===== config.mk =====
export PLATFORM = sky130hd
export DESIGN_NAME = dut_pipe_sched
export DESIGN_NICKNAME = d
export VERILOG_FILES = /design/src/rtl/dut_sched_pkg.sv /design/src/rtl/rr_arb2.sv /design/src/rtl/dut_pipe_sched.sv
export SDC_FILE = /design/constraint.sdc
export NUM_CORES = 1
export LEC_CHECK = 0
export ABC_CLOCK_PERIOD_IN_PS = 4250
export CORE_MARGIN = 4
export CORE_UTILIZATION = 47
export CTS_CLUSTER_SIZE = 28
export DETAILED_ROUTE_END_ITERATION = 6
export GPL_TIMING_DRIVEN = 0
export HOLD_SLACK_MARGIN = 0.05
export PLACE_DENSITY = 0.81
export SLEW_MARGIN = 20
export SYNTH_ARGS = -nofsm -noshare
export SYNTH_HDL_FRONTEND = slang
export SYNTH_SLANG_ARGS = --single-unit

===== constraint.sdc =====
create_clock -name clk_i -period 4.25 [get_ports clk_i]
set_input_delay 0.6375 -clock clk_i [delete_from_list [all_inputs] [get_ports clk_i]]
set_output_delay 0.6375 -clock clk_i [all_outputs]
set_load 0.01 [all_outputs]

===== src/rtl/dut_sched_pkg.sv =====
// dut_sched_pkg: shared types and default timing for the pipeline scheduler.
//   LATENCY      - clock edges from issue to valid X/Y/Z
//   FLUSH_CYCLES - zero-input cycles needed to clear the shift stages
//   state_e      - scheduler FSM states
//   tag_t        - per-issue tracking tag {valid, id}
package dut_sched_pkg;
    localparam int LATENCY = 5;
    localparam int FLUSH_CYCLES = 3;
    typedef enum logic [1:0] {FLUSH, RUN, DRAIN} state_e;
    typedef struct packed {
        logic valid;
        logic id;
    } tag_t;
endpackage


===== src/rtl/rr_arb2.sv =====
// rr_arb2: two-way round-robin arbiter.
//   clk_i, rst_ni - clock, asynchronous active-low reset
//   en_i          - grants allowed this cycle
//   req_i         - per-requester valid
//   issue_i       - a grant was taken; updates the round-robin pointer
//   gnt_o         - one-hot grant, already qualified by req_i and en_i
//   gnt_id_o      - index of the preferred requester
module rr_arb2 (
    input  logic       clk_i,
    input  logic       rst_ni,
    input  logic       en_i,
    input  logic [1:0] req_i,
    input  logic       issue_i,
    output logic [1:0] gnt_o,
    output logic       gnt_id_o
);
    logic rr_last_q, rr_last_d;
    // req1 wins when alone, or when both ask and req1 was not the last winner
    always_comb begin
        gnt_id_o  = req_i[1] & (~req_i[0] | ~rr_last_q);
        gnt_o     = en_i ? {req_i[1] & gnt_id_o, req_i[0] & ~gnt_id_o} : 2'b00;
        rr_last_d = issue_i ? gnt_id_o : rr_last_q;
    end
    always_ff @(posedge clk_i or negedge rst_ni) begin
        if (!rst_ni) rr_last_q <= 1'b1;
        else         rr_last_q <= rr_last_d;
    end
endmodule


===== src/rtl/dut_pipe_sched.sv =====
// dut_pipe_sched: flushes, arbitrates and tracks issues into a shared A/B -> X/Y/Z pipeline.
//   clk_i, rst_ni                  - clock, asynchronous active-low reset
//   reqN_valid_i/_a_i/_b_i         - requester N vector and operands
//   reqN_ready_o                   - requester N vector accepted this cycle
//   flush_req_i                    - level request to drain and re-flush
//   dut_a_o, dut_b_o               - operands driven into the pipeline
//   dut_x_i, dut_y_i, dut_z_i      - pipeline outputs
//   rsp_valid_o, rsp_id_o          - response valid and owning requester
//   rsp_x_o, rsp_y_o, rsp_z_o      - response data
//   inflight_o                     - issued, unreturned vectors
//   busy_o                         - scheduler not in RUN
module dut_pipe_sched
    import dut_sched_pkg::*;
#(
    parameter int LATENCY      = dut_sched_pkg::LATENCY,
    parameter int FLUSH_CYCLES = dut_sched_pkg::FLUSH_CYCLES,
    parameter int CW           = 3
) (
    input  logic          clk_i,
    input  logic          rst_ni,
    input  logic          req0_valid_i,
    input  logic          req0_a_i,
    input  logic          req0_b_i,
    output logic          req0_ready_o,
    input  logic          req1_valid_i,
    input  logic          req1_a_i,
    input  logic          req1_b_i,
    output logic          req1_ready_o,
    input  logic          flush_req_i,
    output logic          dut_a_o,
    output logic          dut_b_o,
    input  logic          dut_x_i,
    input  logic          dut_y_i,
    input  logic          dut_z_i,
    output logic          rsp_valid_o,
    output logic          rsp_id_o,
    output logic          rsp_x_o,
    output logic          rsp_y_o,
    output logic          rsp_z_o,
    output logic [CW-1:0] inflight_o,
    output logic          busy_o
);
    state_e                  state_q, state_d;
    logic [CW-1:0]           cnt_q, cnt_d, inflight_q, inflight_d;
    tag_t [LATENCY-1:0]      tag_q, tag_d;
    logic [1:0]              gnt;
    logic                    gnt_id, issue, en;

    // no grant in the cycle a flush request is seen
    assign en = (state_q == RUN) && !flush_req_i;

    rr_arb2 u_arb (
        .clk_i    (clk_i),
        .rst_ni   (rst_ni),
        .en_i     (en),
        .req_i    ({req1_valid_i, req0_valid_i}),
        .issue_i  (issue),
        .gnt_o    (gnt),
        .gnt_id_o (gnt_id)
    );

    always_comb begin
        state_d = state_q;
        cnt_d   = cnt_q;
        case (state_q)
            FLUSH: begin
                cnt_d = cnt_q + CW'(1);
                if (cnt_q == CW'(FLUSH_CYCLES - 1)) begin
                    state_d = RUN;
                    cnt_d   = '0;
                end
            end
            RUN:   state_d = flush_req_i ? DRAIN : RUN;
            DRAIN: begin
                if (inflight_q == '0) begin
                    state_d = FLUSH;
                    cnt_d   = '0;
                end
            end
            default: state_d = FLUSH;
        endcase
    end

    // gnt is already qualified by valid, so a grant is an issue
    always_comb begin
        issue        = |gnt;
        req0_ready_o = gnt[0];
        req1_ready_o = gnt[1];
        dut_a_o      = (gnt[0] & req0_a_i) | (gnt[1] & req1_a_i);
        dut_b_o      = (gnt[0] & req0_b_i) | (gnt[1] & req1_b_i);
        tag_d        = {tag_q[LATENCY-2:0], tag_t'{valid: issue, id: gnt_id}};
        rsp_valid_o  = tag_q[LATENCY-1].valid;
        rsp_id_o     = tag_q[LATENCY-1].id;
        inflight_d   = inflight_q + CW'(issue) - CW'(rsp_valid_o);
    end

    assign rsp_x_o    = dut_x_i;
    assign rsp_y_o    = dut_y_i;
    assign rsp_z_o    = dut_z_i;
    assign inflight_o = inflight_q;
    assign busy_o     = state_q != RUN;

    always_ff @(posedge clk_i or negedge rst_ni) begin
        if (!rst_ni) begin
            state_q    <= FLUSH;
            cnt_q      <= '0;
            inflight_q <= '0;
            tag_q      <= '0;
        end else begin
            state_q    <= state_d;
            cnt_q      <= cnt_d;
            inflight_q <= inflight_d;
            tag_q      <= tag_d;
        end
    end
endmodule


# Word level (Yosys, flattened, before mapping)

Index checks and enable logic that the tools add are counted.

Output and inout bits: 13
Memories kept: 0
Memory bits (read-only): 0
Register bits: 19
Bits of input ports: 12
Latch bits: 0
Bits in writable memories: 0

Shift-type cells: 0
Add/sub/neg operators: 3
Equality and inequality tests: 6
$mul: 0
Reductions and logical operators: 8
Multiplexer cells: 8
Divide/modulo/power cells: 0
$lt $le $gt $ge: 0
Bitwise logic cells: 13

Operator list:

| operator                                               | number |
|---|---|
| two-way mux 2 bit                                      | 4 |
| bitwise AND 1 bit                                      | 7 |
| two-way mux 3 bit                                      | 2 |
| one-hot mux 2 bit (3 select lines)                     | 1 |
| one-hot mux 3 bit (2 select lines)                     | 1 |
| inequality test 2 bit (second input constant)          | 2 |
| AND reduction 2 bit                                    | 2 |
| adder 3 x 1 -> 3 bit                                   | 1 |
| adder 3 x 1 -> 3 bit (second input constant)           | 1 |
| equality test 3 x 2 -> 1 bit (second input constant)   | 1 |
| logical NOT 3 bit                                      | 1 |
| NOT 1 bit                                              | 3 |
| OR 1 bit                                               | 3 |
| subtractor 3 x 1 -> 3 bit                              | 1 |
| equality test 2 x 1 -> 1 bit (second input constant)   | 1 |
| equality test 2 bit (second input constant)            | 1 |
| logical NOT 2 bit                                      | 1 |
| inequality test 2 x 1 -> 1 bit (second input constant) | 1 |
| nonzero test 2 bit                                     | 1 |
| OR reduction 2 bit                                     | 1 |
| logical AND 1 bit                                      | 1 |
| logical NOT 1 bit                                      | 1 |

# Depth between registers and ports, before layout

Depth after elaboration: 9
Mapped depth: 9

# Modules after synthesis

A second synthesis with hierarchy kept.

Cell total of the unflattened synthesis: 62
Area, all modules: 764.5 µm²

By module, submodules not included:

| module         | instances | area each (µm²) | cells an instance | seq. area each (µm²) |
|---|---|---|---|---|
| dut_pipe_sched | 1         | 691.9           | 55                | 450.4 |
| rr_arb2        | 1         | 72.6            | 7                 | 26.3 |

# Least setup slack after synthesis

OpenSTA, ideal clock, no wires.

Kind: input-to-reg
Start: input req1_valid_i
End: register inflight_q[2], in the netlist inflight_o[2]
Library setup time: 0.123 ns
Stages: 9
Slack: 1.855 ns
Arrival: 2.272 ns
Cell sequence: a21boi_2 nor3b_4 nor2b_1 ha_1 inv_1 ha_1 fa_1 xnor2_1 xnor2_1

RTL lines:

| item                        | line                  | RTL |
|---|---|---|
| start, declared             | dut_pipe_sched.sv:25  | `input logic req1_valid_i,` |
| bitwise AND 1 bit           | rr_arb2.sv:20         | `gnt_id_o = req_i[1] & (~req_i[0] \| ~rr_last_q);` |
| bitwise AND 1 bit *         | rr_arb2.sv:21         | `gnt_o = en_i ? {req_i[1] & gnt_id_o, req_i[0] & ~gnt_id_o} : 2'b00;` |
| two-way mux 2 bit *         | rr_arb2.sv:21         |  |
| via req1_ready_o            | dut_pipe_sched.sv:28  | `output logic req1_ready_o,` |
| OR reduction 2 bit *        | dut_pipe_sched.sv:86  | `issue = \|gnt;` |
| adder 3 x 1 -> 3 bit *      | dut_pipe_sched.sv:94  | `inflight_d = inflight_q + CW'(issue) - CW'(rsp_valid_o);` |
| subtractor 3 x 1 -> 3 bit * | dut_pipe_sched.sv:94  |  |
| via inflight_d[2]           | dut_pipe_sched.sv:44  | `logic [CW-1:0] cnt_q, cnt_d, inflight_q, inflight_d;` |
| end signal, assigned        | dut_pipe_sched.sv:112 | `inflight_q <= inflight_d;` |
| end, declared               | dut_pipe_sched.sv:44  |  |

The timed path passes the listed nets; every way through them passes the cells marked *.
A chain may end at the register's enable or synchronous reset.

# Worst setup path after layout

Start: input flush_req_i
End: output dut_a_o

Longest elaborated chain between the ends: 5

Ends and longest elaborated chain:

| item                | line                 | RTL |
|---|---|---|
| start, declared     | dut_pipe_sched.sv:29 | `input logic flush_req_i,` |
| logical NOT 1 bit * | dut_pipe_sched.sv:50 | `assign en = (state_q == RUN) && !flush_req_i;` |
| logical AND 1 bit * | dut_pipe_sched.sv:50 |  |
| two-way mux 2 bit * | rr_arb2.sv:21        |  |
| bitwise AND 1 bit   | dut_pipe_sched.sv:89 | `dut_a_o = (gnt[0] & req0_a_i) \| (gnt[1] & req1_a_i);` |
| OR 1 bit *          | dut_pipe_sched.sv:89 |  |
| end, declared       | dut_pipe_sched.sv:30 | `output logic dut_a_o,` |

Every way passes the cells marked *; elsewhere a longest branch is shown, timed or not.

==> metrics.md <==
| Metric | Value |
|---|---|
| Core outline area | between 1500 and 2000 um2 |
| Mean Syn Cell Area | between 10 and 15 um2 |
| Cell taking the most area after synthesis | dfrtp_1 |
| Seq pwr share | a little under half |
| Initial cell density of the core | 51.0% |
| Synth Cell Area | just under 800 um2 |
| Final design utilization | 67.6% |
| Worst hold stages | 0 |
| Crit Reg-Reg Endpoint | inflight_o[2] |
| GRT Total Usage | between 10% and 20% |
| Final WL | 1310 um |
| Total CTS buffers | 3 |
| Die width | 48.9 um |
| Top FF cell, synth | dfrtp_1 |
| Worst R2R Path Depth | 9 |
| Fin crit period | 2.97 ns |
| Crit-path max FO | 4 |
| Synth async-reset ratio | 100% |
| Worst reg2reg path startpoint | state_q[1] |
| Number of synthesized flops with an enable pin | 0 |
| Syn_nets | 76 |
| Combinational family with the most area after synthesis | compound AO/OA/AOI/OAI gates |
| Clk_lat worst skew | 0.28 ns |
| Worst-path clk slew | 0.10 ns |
| Max-Cap Viols | 0 |
| Kind of critical path | primary input to output pin |
| Warnings from Yosys | 0 |
| Share of cells above drive strength 1 | between 10% and 20% |
| CTS tree | yes |
| # diodes | 0 |
| Worst rel slew slack | 46.8% |
| Final TNS setup | 0 ns |
| Clk_skew | 0.00310 ns |
| Pint | 0.000419 W |
| Clock share of power | 13.4% |
| Post-synth top area share | a little under three fifths |
| Status | complete, no violations |
| Worst hold start | tag_d[6] |
| Static leakage | 0.476 nW |
| Full die area | between 2000 and 2500 um2 |
| Clock Path Buffers | 2 |
| DR vias | 536 |
| Post-CTS Resized | 0 |
| Pin count of the biggest net entering global routing | 20 |
| Routed Antenna Nets | 0 |
| Dominant cells by area after synthesis | dfrtp_1 (57%), a22o_1 (4.5%), dfstp_2 (3.3%) |
| Portion of netlist area occupied by mux cells | 0% |
| Hold Fails Final Rpt | 0 |
| Most frequent cell after synthesis | dfrtp_1 |
| Synth Area in Compound Gates | 13.4% |
| Post-Synthesis Cells | 61 |
| Cts hold-fix bufs | 0 |
| Slew @ Worst Pin | around 0.8 ns |
| Slew Limit Fails | 0 |
| Initial drt markers | 5 |
| H-tree Lvls | 1 |
| Synth Area in XOR/XNOR | under 10% |
| Avg Vias per Cell | 5.25 |
| Switching Fraction | approximately 33% |
| Comb pwr share | 38.8% |
| Post-DP HPWL | 1030 um |
| Global-route wire length before repair | 2380 um |
| Synth Area in Adders | 5.73% |
| Unique masters post-synth | 24 |
| Cell Pwr Density | 604 nW/um2 |
| # setup viols final | 0 |
| Root buf cell | clkbuf_4 |
| Part of the Yosys area used for sequential elements | 60.7% |
| Hold WC Path Type | flop to flop |
| Peak VDD IR | 0.326 mV |
| Simple-Gate Fraction of Synth Area | 11.8% |
| # IOs | 25 |
| Data required, critical path | 3.61 ns |
| GP Congestion | between 0.7 and 0.8 |
| Reg2Reg Setup Slack | 1.96 ns |
| Port buffer count | 21 |
| Nets@finish | between 100 and 150 |
| Startpoint types | primary input |
| Area Growth Syn to Fin | 32.6% |
| Worst EP arrival | between 2 and 2.5 ns |
| Type of element capturing the critical path | output pin |
| Number of post-CTS setup repair buffers | 0 |
| DRC | 0 |
| 1st-pass router iterations | 3 |
| Initial antenna violation count | 0 |
| Final period util | 69.8% |
| FMAX | roughly 340 MHz |
| # rows | 14 |
| Die height | 48.9 um |
| Flops & latches, synth | 19 |
| WHS Endpoint | tag_d[8] |
| Avg WL per Cell | 12.9 um |
| Grt total ovfl | 0 |
| Vias in the first global route | 567 |
| Top cells by count, synth | dfrtp_1 (18), inv_1 (7), a22o_1 (4) |
| CTS Sinks | 19 |
| Sw power | between 0.0002 and 0.00025 W |
| RSZ-0062 raised after global routing | no |
==> worst max-delay path, cell delays in order <==
cell             delay [ns]
clkdlybuf4s50_1        0.48
nand4bb_1              0.30
a21oi_2                0.22
a22o_1                 0.16
clkdlybuf4s50_1        0.54
==> cell families (layout without fill, tap and decap cells) <==
logic type	Yosys count	count (layout)
adders and majority gates	3	3
buffers and inverters	10	35
and+or+nand+nor	14	14
AOI/OAI and AO/OA	13	13
xor gates and xnor gates	2	2
DFF	19	19
==> through the flow <==
stage / setup WS [ns] / hold slack, ns / std cells / power [W] / area, um2
2_1_floorplan: 1.86 / 0.331 / 61 / 0.000450 / 786
3_3_place_gp: 1.30 / 0.333 / 98 / 0.000536 / 1020
3_5_place_dp: 1.28 / 0.337 / 98 / 0.000552 / 1020
4_1_cts: 1.26 / 0.360 / 102 / 0.000640 / 1040
5_1_grt: 1.16 / 0.364 / 102 / 0.000688 / 1040
6_report: 1.28 / 0.354 / 102 / 0.000629 / 1040
==> cell type report <==
class                      instances  area [um2]
multi-input combinational         32         260
tap                               16        20.0
inverter                           7        26.3
fill                             126         499
timing repair buffer              21         210
clock buffer                       4        26.3
buffer                             3        22.5
sequential                        19         477
==> routing by layer <==
metal	GRT usage, %	wire length, um
met1	14.8	603
met4	6.73	12
met3	5.50	112
met5	0	0
met2	19.8	582
==> flip-flops by register name, indices dropped and copies added (netlist names) <==
name             flops
cnt_q                3
inflight_o           3
state_q              2
rsp_valid_o          1
u_arb.rr_last_q      1
tag_d                8
rsp_id_o             1
==> power by group through the flow <==
| stage | logic [W] | registers [W] | clock network [W] |
|---|---|---|---|
| floorplan | 0.000150 | 0.000300 | 0 |
| global placement | 0.000236 | 0.000300 | 0 |
| detailed placement | 0.000249 | 0.000303 | 0 |
| CTS | 0.000249 | 0.000301 | 0.0000909 |
| global route | 0.000274 | 0.000311 | 0.000102 |
| finish | 0.000244 | 0.000301 | 0.0000843 |
==> worst max-delay path by stage <==
stage                 start             to  slack, ns  cells after the start
2_1_floorplan  req1_valid_i  inflight_o[2]       1.86                      9
3_3_place_gp    flush_req_i        dut_a_o       1.30                      5
3_5_place_dp    flush_req_i        dut_a_o       1.28                      5
4_1_cts         flush_req_i        dut_a_o       1.26                      5
5_1_grt         flush_req_i        dut_a_o       1.16                      5
6_report        flush_req_i        dut_a_o       1.28                      5
==> cell usage in the layout, fill, tap and decap left out <==
master,instances
clkdlybuf4s50_1,21
dfrtp_1,18
inv_1,7
a22o_1,4
nand2_1,3
buf_4,3
clkbuf_4,3
nand2b_1,2
nor2b_1,2
xnor2_1,2
nor3_1,2
o22ai_1,2
nor2_1,2
ha_1,2
nand2b_2,1
a21boi_2,1
nor3b_4,1
nand4bb_1,1
a21oi_2,1
o21ai_1,1
a32oi_1,1
o2bb2ai_1,1
a21o_1,1
a22oi_1,1
fa_1,1
clkbuf_1,1
dfstp_2,1
Power figures use the tool's default switching activity.
